<file path="src/rtl/fpu_int2fp_round_pack.sv">
// Int-to-float back end: normalise, round and pack in three pipelined stages.
// Optional NX flag generation is built when FPU_INT2FP_INEXACT_EN is defined.
module fpu_int2fp_round_pack #(
    parameter int MAG_W  = 64,
    parameter int BIAS_D = 1023,
    parameter int BIAS_S = 127
) (
    input  logic             clk,
    input  logic             rst,
    input  logic             in_valid,
    output logic             in_ready,
    input  logic [MAG_W-1:0] in_mag,
    input  logic             in_sign,
    input  logic             in_fmt,
    input  logic [2:0]       in_rm,
    output logic             out_valid,
    input  logic             out_ready,
    output logic [63:0]      out_result,
    output logic [4:0]       out_fflags
);

    function automatic logic [5:0] lzc(input logic [MAG_W-1:0] v);
        logic [5:0] n;
        n = 6'd63;
        for (int i = 0; i < MAG_W; i++)
            if (v[i]) n = 6'(MAG_W - 1 - i);
        return n;
    endfunction

    logic        v1, v2, v3;
    logic        ld1, ld2, ld3;

    logic [63:0] norm1;
    logic [5:0]  lz1;
    logic        zero1, sign1, fmt1;
    logic [2:0]  rm1;

    logic [51:0] mant2;
    logic [10:0] exp2;
    logic        up2, sign2, fmt2;

    assign ld3       = !v3 || out_ready;
    assign ld2       = !v2 || ld3;
    assign ld1       = !v1 || ld2;
    assign in_ready  = ld1;
    assign out_valid = v3;

    // S1 inputs: leading-zero count and left-justified magnitude
    logic [5:0]  lz_in;
    logic        zero_in;

    always_comb begin
        lz_in   = lzc(in_mag);
        zero_in = (in_mag == '0);
    end

    always_ff @(posedge clk or posedge rst) begin
        if (rst) begin
            v1    <= 1'b0;
            norm1 <= '0;
            lz1   <= '0;
            zero1 <= 1'b0;
            sign1 <= 1'b0;
            fmt1  <= 1'b0;
            rm1   <= '0;
        end else if (ld1) begin
            v1 <= in_valid;
            if (in_valid) begin
                norm1 <= 64'(in_mag) << lz_in;
                lz1   <= lz_in;
                zero1 <= zero_in;
                sign1 <= in_sign && !zero_in;
                fmt1  <= in_fmt;
                rm1   <= in_rm;
            end
        end
    end

    // S2 inputs: mantissa, guard/sticky, exponent and round decision
    logic [51:0] mant_c;
    logic        g_c, s_c, up_c;
    logic [10:0] bias_c, exp_c;

    always_comb begin
        mant_c = fmt1 ? norm1[62:11] : {29'b0, norm1[62:40]};
        g_c    = fmt1 ? norm1[10] : norm1[39];
        s_c    = fmt1 ? |norm1[9:0] : |norm1[38:0];
        bias_c = fmt1 ? 11'(BIAS_D) : 11'(BIAS_S);
        exp_c  = zero1 ? 11'd0 : bias_c + 11'd63 - {5'b0, lz1};
        case (rm1)
            3'b001:  up_c = 1'b0;
            3'b010:  up_c = sign1 && (g_c || s_c);
            3'b011:  up_c = !sign1 && (g_c || s_c);
            3'b100:  up_c = g_c;
            default: up_c = g_c && (s_c || mant_c[0]);
        endcase
    end

    always_ff @(posedge clk or posedge rst) begin
        if (rst) begin
            v2    <= 1'b0;
            mant2 <= '0;
            exp2  <= '0;
            up2   <= 1'b0;
            sign2 <= 1'b0;
            fmt2  <= 1'b0;
        end else if (ld2) begin
            v2 <= v1;
            if (v1) begin
                mant2 <= mant_c;
                exp2  <= exp_c;
                up2   <= up_c;
                sign2 <= sign1;
                fmt2  <= fmt1;
            end
        end
    end

    // S3 inputs: mantissa increment with carry into the exponent
    logic [52:0] sum_d;
    logic [23:0] sum_s;
    logic        carry;
    logic [10:0] exp_r;
    logic [63:0] pack_c;

    always_comb begin
        sum_d  = {1'b0, mant2} + 53'(up2);
        sum_s  = {1'b0, mant2[22:0]} + 24'(up2);
        carry  = fmt2 ? sum_d[52] : sum_s[23];
        exp_r  = exp2 + 11'(carry);
        if (fmt2)
            pack_c = {sign2, exp_r, sum_d[51:0]};
        else
            pack_c = {32'hFFFF_FFFF, sign2, exp_r[7:0], sum_s[22:0]};
    end

    always_ff @(posedge clk or posedge rst) begin
        if (rst) begin
            v3         <= 1'b0;
            out_result <= '0;
        end else if (ld3) begin
            v3 <= v2;
            if (v2)
                out_result <= pack_c;
        end
    end

`ifdef FPU_INT2FP_INEXACT_EN
    logic nx2, nx3;

    always_ff @(posedge clk or posedge rst) begin
        if (rst) begin
            nx2 <= 1'b0;
        end else if (ld2 && v1) begin
            nx2 <= g_c || s_c;
        end
    end

    always_ff @(posedge clk or posedge rst) begin
        if (rst) begin
            nx3 <= 1'b0;
        end else if (ld3 && v2) begin
            nx3 <= nx2;
        end
    end

    assign out_fflags = {4'b0, nx3};
`else
    assign out_fflags = 5'b0;
`endif

endmodule

</file>
<file path="config.mk">
export PLATFORM = sky130hd
export DESIGN_NAME = fpu_int2fp_round_pack
export DESIGN_NICKNAME = d
export VERILOG_FILES = /design/src/rtl/fpu_int2fp_round_pack.sv
export SDC_FILE = /design/constraint.sdc
export NUM_CORES = 1
export LEC_CHECK = 0
export BUFFER_PORTS_ARGS = -buffer_cell sky130_fd_sc_hd__clkbuf_2
export CAP_MARGIN = 10
export CORE_ASPECT_RATIO = 1.1
export CORE_MARGIN = 2
export CORE_UTILIZATION = 60
export CTS_BUF_LIST = sky130_fd_sc_hd__clkbuf_16
export DETAILED_ROUTE_END_ITERATION = 12
export PLACE_DENSITY = 0.79
export SYNTH_ARGS = -nofsm -noshare
export SYNTH_HDL_FRONTEND = slang
export SYNTH_SLANG_ARGS = --single-unit
</file>
<file path="constraint.sdc">
create_clock -name clk -period 11.5 [get_ports clk]
set_clock_uncertainty 0.1 [all_clocks]
set_input_delay 1.15 -clock clk [delete_from_list [all_inputs] [get_ports clk]]
set_output_delay 1.15 -clock clk [all_outputs]
set_load 0.01 [all_outputs]
</file>
After elaboration in Yosys (flattened, before gate mapping)

Index checks and enable logic that the tools add are counted.

Register bits: 208
Bits in latches: 0
Bits in writable memories: 0
Memory bits (read-only): 0
Input port bits: 73
Output and inout port bits: 71
Word-level logic and storage cells: 116
Memories kept: 0

Add/subtract/negate cells: 5
Multipliers: 0
Divide/modulo/power cells: 0
$lt $le $gt $ge: 0
Eq/ne operators: 4
Shift operators: 1
Muxes and demuxes: 71
Bitwise gates (word level): 0
Reduce and logical (&&, ||, !) cells: 20

Operator list:

| operator                | number |
|---|---|
| $mux W6                 | 62 |
| $logic_not A64 Y1       | 1 |
| $mux W64                | 1 |
| $shl A64 B6 Y63         | 1 |
| $add A52 B1 Y53         | 1 |
| $mux W52                | 1 |
| $reduce_or A39 Y1       | 1 |
| $add A23 B1 Y24         | 1 |
| $add A10 B6 Y11 const B | 1 |
| $add A11 B1 Y11         | 1 |
| $mux W11                | 1 |
| $sub A11 B6 Y11         | 1 |
| $mux W10                | 1 |
| $reduce_or A10 Y1       | 1 |
| $eq A3 B2 Y1 const B    | 2 |
| $reduce_and A2 Y1       | 3 |
| $logic_not A1 Y1        | 5 |
| $logic_or A1 B1 Y1      | 5 |
| $logic_and A1 B1 Y1     | 4 |
| $mux W1                 | 4 |
| $pmux W1 S4             | 1 |
| $eq A3 B1 Y1 const B    | 1 |
| $eq A3 B3 Y1 const B    | 1 |

Depth between registers and ports, before layout

Gate-level depths: netlist of the first run.

Depth in word-level cells: 64
Gate-level depth with buffers: 19
Mapped depth without buffers: 19

Worst setup path before layout of the first run

Ideal clock, no wire load.

Path type: in2reg
Start point: in in_mag[63]
End point: reg norm1[40]
Setup time: 142 ps
Arrival time: 3860 ps
Data required time: 11258 ps
Path slack: 7397 ps
Stages: 13
Buffers on the path: 3
Path through: buf_2 -> or3_1 -> o21bai_4 -> o21a_1 -> buf_6 -> a211oi_4 -> buf_4 -> mux2i_1 -> mux2i_1 -> mux2_2 -> mux2_2 -> a22oi_1 -> o221ai_1

Cells in the longest elaborated chain, start to end: 2

RTL lines:

| element                | RTL line | text |
|---|---|---|
| start: declaration     | 12       | `input logic [MAG_W-1:0] in_mag,` |
| $mux W6                | 26       | `if (v[i]) n = 6'(MAG_W - 1 - i);` |
| $shl A64 B6 Y63 (*)    | 69       | `norm1 <= 64'(in_mag) << lz_in;` |
| end signal: assignment | 69       |  |
| end: declaration       | 33       | `logic [63:0] norm1;` |

Mark *: on every way between the ends. The rest lies on a longest branch, timed or not.
A chain may end at the register's enable or synchronous reset.

Worst setup path in the final report of the first run

Start point: in in_mag[59]
End point: reg norm1[53]

Cells in the longest elaborated chain, start to end: 6

RTL lines:

| element               | RTL line |
|---|---|
| $mux W6 (5 in series) | 26 |
| $shl A64 B6 Y63 (*)   | 69 |

Marked as above.

==> results_tabular.tex, run 1 <==
\begin{tabular}{lr}
\hline
Metric & Value \\
\hline
\multicolumn{2}{l}{\textbf{Setup path}} \\
Worst Reg2Reg Path Length in Cells & 19 \\
CP required & approximately 12 ns \\
R2r setup slk & $\sim$7.0 ns \\
Arrival time at the worst endpoint & between 5 and 6 ns \\
Setup crit start kind & input pin \\
Maximum net fanout on the critical path & 64 \\
Reg-to-reg critical path endpoint & out\_result[29] \\
Worst Setup Path Type & in2reg \\
Critical register-to-register path startpoint & up2 \\
Category of the worst setup path capture point & register \\
\multicolumn{2}{l}{\textbf{Route}} \\
Antenna Violating Nets Remaining & 0 \\
Number of DRC markers in iteration 0 & about 1,400 \\
Mean number of vias per cell & 6.44 \\
Routed len/inst & 21.3 um \\
DR DRC count & 0 \\
Length of the first detailed-routing pass in iterations & 5 \\
Final wirelength & between 40 and 50 mm \\
Total number of vias & between 10,000 and 15,000 \\
\multicolumn{2}{l}{\textbf{Yosys}} \\
Count of unique library cells instantiated by Yosys & just under 90 \\
Commonest register cell after synthesis & dfrtp\_1 \\
Cell type contributing the most total cell area after synthesis & dfrtp\_1 \\
Avg Inst Size Synth & 8.57 um2 \\
Yosys warnings & 0 \\
Sequential area share after synthesis & 0.354 \\
Main combinational cell family by area after synthesis & compound AO/OA/AOI/OAI gates \\
Netlist Area Pre-Place & $\sim$15,000 um2 \\
Share of synthesized flip-flops with an asynchronous set or reset & 1.00 \\
Share of the synthesized netlist area taken by xor and xnor gates & 0.0369 \\
Area share of the leading cell type in the synthesized netlist & 0.354 \\
Top cells by area in the synthesized netlist & dfrtp\_1 (35\%), mux2i\_1 (13\%), nand2\_1 (7.3\%), o21ai\_0 (4.8\%), nor2\_1 (3.3\%) \\
Number of instances in the synthesized netlist & 1,719 \\
Area fraction in and, or, nand and nor cells after synthesis & 0.183 \\
Total of flip-flops plus latches after synthesis & approximately 210 \\
Compound-cell area share of the yosys netlist & 0.203 \\
Number of enable-type register cells in the synthesized netlist & 0 \\
Adder-cell area share of the yosys netlist & 0.00986 \\
Share of cell area taken by muxes after synthesis & 0.162 \\
\multicolumn{2}{l}{\textbf{Timing}} \\
Min Hold Slack & 0.364 ns \\
Period minus WS final & $\sim$5 ns \\
Max Slew Vio Count & 0 \\
Unrepaired setup endpoints after global routing & no \\
Endpoints failing setup & 0 \\
Transition at the pin with the smallest max-transition slack & 1.12 ns \\
Slew HR & 0.254 \\
Fin Setup TNS & 0 ns \\
Max Freq & between 200 and 250 MHz \\
Worst path setup slack after routing & 6.55 ns \\
Number of hold-slack violations in the final timing report & 0 \\
Share of the clock period used by the worst path after layout & 0.430 \\
\multicolumn{2}{l}{\textbf{Die}} \\
Starting utilization of the core area & 0.605 \\
Placeable Area & between 20,000 and 25,000 um2 \\
Die Y-Extent & $\sim$170 um \\
Site row count & 60 \\
DIE WIDTH & approximately 150 um \\
I/O pin count & approximately 140 \\
DIE AREA & 25,800 um2 \\
\multicolumn{2}{l}{\textbf{Clock tree}} \\
CTS tree & yes \\
Post-CTS Hold Buffers & 0 \\
H-tree levels & 1 \\
Max Root-Sink Buffers & 3 \\
Clk slew on worst S/H paths & 0.06 ns \\
Total number of clock tree sinks & around 210 \\
Post-CTS resize count & 0 \\
Root Buffer & clkbuf\_16 \\
Number of clock buffers inserted by TritonCTS & 20 \\
Worst-skew pair later-pin latency & 0.50 ns \\
Buffers inserted by post-CTS timing repair & 0 \\
\multicolumn{2}{l}{\textbf{Power}} \\
Leakage & slightly above 7 nW \\
Power Dens Cells & approximately 150 nW/um2 \\
Peak supply drop & 0.0000982 V \\
Overall Power & $\sim$2.4 mW \\
\multicolumn{2}{l}{\textbf{Finish}} \\
Synthesis-to-finish area growth & 8.40\% \\
Diode count & 0 \\
Post-Route Utilization & 0.656 \\
Number of nets in the final layout & between 1,500 and 2,000 \\
Layout Cells excl Fill & $\sim$2,100 \\
Final Instance Area & approximately 16,000 um2 \\
Most frequent cells in the layout & nand2\_1 (284), dfrtp\_1 (207), mux2i\_1 (192) \\
Most frequent standard cell in the layout excluding fill and tap cells & nand2\_1 \\
Fraction of layout cells with a size suffix above 1 & 0.141 \\
\multicolumn{2}{l}{\textbf{GRT}} \\
Initial antenna violation count & 0 \\
Maximum number of pins on one net before global-route repair & roughly 160 \\
Leftover overflow at the end of global routing & 0 \\
Number of global-route vias before repair & 12,539 \\
GRT Resource Usage Total & 0.339 \\
Global-route wire length before repair & 70.5 mm \\
\multicolumn{2}{l}{\textbf{Hold path}} \\
Hold Path Stages & 2 \\
Kind of path behind the tightest hold check & reg2reg \\
Terminating pin of the worst hold path & out\_result[52] \\
Startpoint of the lowest-slack hold path & out\_result[52] \\
\multicolumn{2}{l}{\textbf{Placement}} \\
Gpl congestion & between 1 and 1.5 \\
Worst setup slack before clock tree synthesis & between 6 and 7 ns \\
\# port buffers & roughly 140 \\
Inst Count DP & between 2,000 and 2,500 \\
Instance area at placement & between 15,000 and 20,000 um2 \\
Final HPWL DP & between 30 and 40 mm \\
\multicolumn{2}{l}{\textbf{Run status}} \\
Status & completed \\
\multicolumn{2}{l}{\textbf{Run}} \\
Reported max-cap violation count & 0 \\
\hline
\end{tabular}
[worst max-delay path, cell delays in order]
cell      delay (ns)
clkbuf_2        0.14
or3_1           0.42
o21bai_4        0.22
o21a_1          0.35
a211oi_4        0.21
buf_4           0.36
buf_4           0.72
mux2i_1         0.48
nor3_1          0.08
a21oi_1         0.28
nor3_1          0.07
a311oi_1        0.52
o211ai_1        0.14
[state kept, by name (all words and copies together) (netlist names)]
register and count:
out_result 64, norm1 63, mant2 52, exp2 11, lz1 6, rm1 3
fmt1 1, fmt2 1, out_valid 1, sign1 1, sign2 1, up2 1
v1 1, v2 1, zero1 1
[per-layer routing]
| layer | GRT usage | up-vias | part of all wire |
|---|---|---|---|
| li1 | - | 6304 | - |
| met3 | 0.0376 | 140 | 0.071 |
| met2 | 0.547 | 657 | 0.46 |
| met4 | 0.171 | 0 | 0.060 |
| met5 | 0 | - | 0 |
| met1 | 0.455 | 6409 | 0.41 |
[synthesized netlist by cell type (5+ instances only)]
library cell	number
nor4_1	29
nand4_1	16
a22oi_1	19
o21ai_0	142
a32oi_1	7
nor3_1	31
nand3_1	45
or3_1	9
xor2_1	23
buf_6	8
mux2i_1	192
dfrtp_1	208
o31ai_1	8
o22a_1	5
o22ai_1	13
ha_1	10
buf_2	27
o211ai_1	19
o221ai_1	7
a22o_1	17
nor2b_1	14
a21oi_1	90
xnor2_1	39
a311oi_1	5
inv_1	29
and3_1	8
a221oi_1	5
a21o_1	11
a211oi_1	22
and2_1	12
nand2b_1	12
mux2_2	27
clkbuf_1	67
nor2_1	128
o31a_1	6
o21bai_1	5
o21ai_1	8
buf_1	5
o21a_1	7
buf_4	18
nand2_1	288
[power breakdown]
part | total, mW | switching, mW | internal (mW)
logic | 0.706 | 0.424 | 0.282
registers | 1.06 | 0.163 | 0.901
clock network | 0.627 | 0.277 | 0.351
total | 2.40 | 0.864 | 1.53
[final cells by class]
class                      instances  area (um2)
tap                              310         388
sequential                       208        5210
timing repair buffer             157         833
clock buffer                      21         526
clock inverter                    14        82.6
multi-input combinational       1360        8810
inverter                          29         116
fill                            2102        8360
[cells by family after synthesis]
logic type,Yosys count
AO/OA/AOI/OAI,446
buffers and inverters,155
XOR/XNOR,62
multiplexers,228
other,1
flip-flops,208
AND/OR/NAND/NOR,608
adder cells (fa/ha/maj),11
[how the worst max path moves through the flow]
stage	slack, ns	startpoint	end
CTS	6.63	in_mag[59]	norm1[45]
global placement	6.15	in_mag[59]	norm1[45]
global route	6.35	in_mag[59]	norm1[45]
floorplan	4.57	rst	exp2[0]
finish	6.55	in_mag[59]	norm1[53]
detailed placement	6.14	in_mag[59]	norm1[45]
Note: power is estimated with default switching activity, not from simulation.
==> run 2, diff against run 1 <==
==> constraint.sdc (replaced) <==
create_clock -name clk -period 5.05 [get_ports clk]
set_clock_uncertainty 0.1 [all_clocks]
set_input_delay 0.505 -clock clk [delete_from_list [all_inputs] [get_ports clk]]
set_output_delay 0.505 -clock clk [all_outputs]
set_load 0.01 [all_outputs]
==> run 2 against run 1 <==
Effect of this change:
- via count increased by 1.8%
- register-to-register slack got worse by 6.2 ns
- non-clock buffer count increased by 19
- clock power increased by 140%
- global-route usage increased by 1.1 points
- sequential share of layout area decreased by 0.42 points
- flip-flop and latch count unchanged
- worst hold slack got worse by 0.28 ns
- cell count increased by 0.81%
- die area unchanged
- critical endpoint is now out_result[29]
- largest cell class unchanged
- highest routed layer unchanged
==> results_tabular.tex, run 2 (same netlist as run 1, synthesis figures left out) <==
\begin{tabular}{lr}
\hline
Metric & Value \\
\hline
\multicolumn{2}{l}{\textbf{Power}} \\
Part of the power in combinational logic & 0.293 (was 0.295) \\
Sw Pwr & 1.98 mW (was 0.864 mW) \\
Seq pwr share & 0.439 (was 0.444) \\
Leakage & 7.22 nW (was 7.10 nW) \\
Clock share of power & 0.268 (was 0.262) \\
Overall Power & 5.54 mW (was 2.40 mW) \\
Switching power as a share of total power & 0.358 (was 0.360) \\
Cell internal pwr & 3.56 mW (was 1.53 mW) \\
Peak supply drop & 0.000222 V (was 0.0000982 V) \\
Power Dens Cells & 343 nW/um2 (was 150 nW/um2) \\
\multicolumn{2}{l}{\textbf{Timing}} \\
Number of hold-slack violations in the final timing report & 0 (unchanged) \\
Fin Setup TNS & 0 ns (unchanged) \\
Max Freq & 233 MHz \\
Endpoints failing setup & 0 (unchanged) \\
Period minus WS final & 4.29 ns \\
Worst path setup slack after routing & 0.756 ns (was 6.55 ns) \\
Share of the clock period used by the worst path after layout & 0.850 \\
Unrepaired setup endpoints after global routing & no (unchanged) \\
Min Hold Slack & 0.0820 ns (was 0.364 ns) \\
Slew HR & 0.254 (about the same) \\
Transition at the pin with the smallest max-transition slack & 1.12 ns (about the same) \\
Max Slew Vio Count & 0 (unchanged) \\
\multicolumn{2}{l}{\textbf{Clock tree}} \\
Clk slew on worst S/H paths & 0.06 ns (about the same) \\
Number of clock buffers inserted by TritonCTS & 20 (unchanged) \\
Post-CTS resize count & 0 (unchanged) \\
Worst-skew pair later-pin latency & 0.50 ns (about the same) \\
Post-CTS Hold Buffers & 0 (unchanged) \\
Max Root-Sink Buffers & 3 (unchanged) \\
Buffers inserted by post-CTS timing repair & 0 (unchanged) \\
Root Buffer & clkbuf\_16 (unchanged) \\
Total number of clock tree sinks & 208 (unchanged) \\
CTS tree & yes (unchanged) \\
H-tree levels & 1 (unchanged) \\
\multicolumn{2}{l}{\textbf{Route}} \\
Mean number of vias per cell & 6.50 (was 6.44) \\
Final wirelength & 46.0 mm (was 44.7 mm) \\
DR DRC count & 0 (unchanged) \\
Length of the first detailed-routing pass in iterations & 6 (was 5) \\
Antenna Violating Nets Remaining & 0 (unchanged) \\
Routed len/inst & 21.7 um (was 21.3 um) \\
Total number of vias & 13,748 (was 13,510) \\
Number of DRC markers in iteration 0 & 1,299 (was 1,373) \\
\multicolumn{2}{l}{\textbf{Finish}} \\
Synthesis-to-finish area growth & 9.82\% (was 8.40\%) \\
Most frequent standard cell in the layout excluding fill and tap cells & nand2\_1 (unchanged) \\
Max reg flops & 64 (unchanged) \\
Post-Route Utilization & 0.665 (was 0.656) \\
Number of inserted filler cells in the final layout & 2,117 (was 2,102) \\
Most flop-heavy register & out\_result (unchanged) \\
Fraction of layout cells with a size suffix above 1 & 0.152 (was 0.141) \\
Number of nets in the final layout & 1,879 (was 1,860) \\
Most frequent cells in the layout & nand2\_1 (284), dfrtp\_1 (207), mux2i\_1 (192) (unchanged) \\
Diode count & 0 (unchanged) \\
Top flop regs & out\_result: 64 flops, norm1: 63 flops, mant2: 52 flops (unchanged) \\
\multicolumn{2}{l}{\textbf{Setup path}} \\
Setup crit start kind & register (was input pin) \\
Number of gates on the worst path with buffers counted & 19 (was 13) \\
Reg-to-reg critical path endpoint & out\_result[29] (unchanged) \\
Timing endpoint of the critical path & out\_result[29] (was norm1[53]) \\
Worst Setup Path Type & reg2reg (was in2reg) \\
CP required & 5.35 ns (was 11.76 ns) \\
Category of the worst setup path capture point & register (unchanged) \\
R2r setup slk & 0.76 ns (was 6.97 ns) \\
Maximum net fanout on the critical path & 8 (was 64) \\
Delay of the slowest critical-path stage & 0.38 ns (was 0.72 ns) \\
Worst setup path startpoint & mant2[0] (was in\_mag[59]) \\
Arrival time at the worst endpoint & 4.59 ns (was 5.20 ns) \\
Cell type with the highest occurrence count on the critical path & nor2\_1 \\
Slowest cell on crit path & nand4\_1 (was buf\_4) \\
Critical register-to-register path startpoint & mant2[0] (was up2) \\
Family with the most delay on the worst path & simple AND/OR/NAND/NOR gates (was compound AO/OA/AOI/OAI gates) \\
Ordered cell list for the critical path & ha\_1 -> ha\_1 -> nand3\_1 -> nor2\_1 -> nand3\_1 -> nor2\_1 -> nand3\_1 -> nor2\_1 -> nand4\_1 -> nor2\_1 -> nand4\_1 -> o21ai\_0 -> ha\_1 -> ha\_1 -> nand2\_1 -> nor2\_1 -> xor2\_1 -> o21ai\_0 -> o21ai\_0 (was clkbuf\_2 -> or3\_1 -> o21bai\_4 -> o21a\_1 -> a211oi\_4 -> buf\_4 -> buf\_4 -> mux2i\_1 -> nor3\_1 -> a21oi\_1 -> nor3\_1 -> a311oi\_1 -> o211ai\_1) \\
Worst Reg2Reg Path Length in Cells & 19 (unchanged) \\
Buffers \& Inverters on Critical Path & 0 (was 3) \\
\multicolumn{2}{l}{\textbf{Placement}} \\
Worst setup slack before clock tree synthesis & 0.704 ns (was 6.14 ns) \\
\# port buffers & 138 (unchanged) \\
Gpl congestion & 1.05 (was 1.01) \\
Final HPWL DP & 34.1 mm (was 32.4 mm) \\
\multicolumn{2}{l}{\textbf{Hold path}} \\
Kind of path behind the tightest hold check & in2async (was reg2reg) \\
\multicolumn{2}{l}{\textbf{Run}} \\
Reported max-cap violation count & 0 (unchanged) \\
\multicolumn{2}{l}{\textbf{GRT}} \\
Number of global-route vias before repair & 13,087 (was 12,539) \\
Maximum number of pins on one net before global-route repair & 125 (was 159) \\
GRT Resource Usage Total & 0.350 (was 0.339) \\
Initial antenna violation count & 0 (unchanged) \\
Global-route wire length before repair & 72.5 mm (was 70.5 mm) \\
Leftover overflow at the end of global routing & 0 (unchanged) \\
\multicolumn{2}{l}{\textbf{Die}} \\
DIE WIDTH & 153 um (unchanged) \\
I/O pin count & 144 (unchanged) \\
Site row count & 60 (unchanged) \\
Die Y-Extent & 168 um (unchanged) \\
Placeable Area & 24,300 um2 (unchanged) \\
DIE AREA & 25,800 um2 (unchanged) \\
Starting utilization of the core area & 0.605 (unchanged) \\
\multicolumn{2}{l}{\textbf{Run status}} \\
Status & completed (unchanged) \\
\hline
\end{tabular}
[run 2: cell count changes in the layout (fill, tap and decap cells not counted), sizes merged]
cell	before	now
bufinv	1	2
buf	19	38
clkinv	10	8
inv	32	30
clkinvlp	0	1
[run 2: per-stage QoR]
| step | std cells | area [um2] |
|---|---|---|
| final | 2116 | 16200 |
| after global routing | 2116 | 16200 |
| after CTS | 2116 | 16200 |
| after detailed placement | 2083 | 15500 |
| after global placement | 2083 | 15500 |
| after floorplan | 1723 | 14700 |
[run 2: metal layers]
metal / vias up / routed length, um / global-route usage / share of wire
met5: - / 0 / 0 / 0
met4: 0 / 2800 / 0.184 / 0.061
met3: 163 / 3420 / 0.0420 / 0.074
met2: 689 / 21600 / 0.578 / 0.47
met1: 6546 / 18200 / 0.454 / 0.40
li1: 6350 / - / - / -
[run 2: worst min path at each step]
stage	cells past startpoint	end	start	slack, ns
2_1_floorplan	2	norm1[7]	norm1[7]	0.35
3_3_place_gp	2	out_result[53]	out_result[53]	0.35
3_5_place_dp	2	out_result[63]	out_result[63]	0.36
4_1_cts	2	out_result[27]	rst	0.11
5_1_grt	3	rm1[1]	in_rm[1]	0.13
6_report	2	out_result[10]	rst	0.08
[run 2: layout make-up]
cell class              instances  area, um2  area share
clock buffers                  21        526      0.0325
clock inverters                12        103     0.00634
inverters                      29        113     0.00696
multi-input cells            1360       8810       0.545
flip-flops and latches        208       5210       0.322
well taps                     310        388      0.0240
repair buffers                176       1030      0.0634
[run 2: power groups by stage]
stage          clock (mW)  sequential [mW]  combinational (mW)
6_report             1.48             2.43                1.63
5_1_grt              1.56             2.48                1.79
4_1_cts              1.49             2.43                1.62
3_5_place_dp            0             2.46                1.60
3_3_place_gp            0             2.44                1.58
2_1_floorplan           0             2.40                1.02
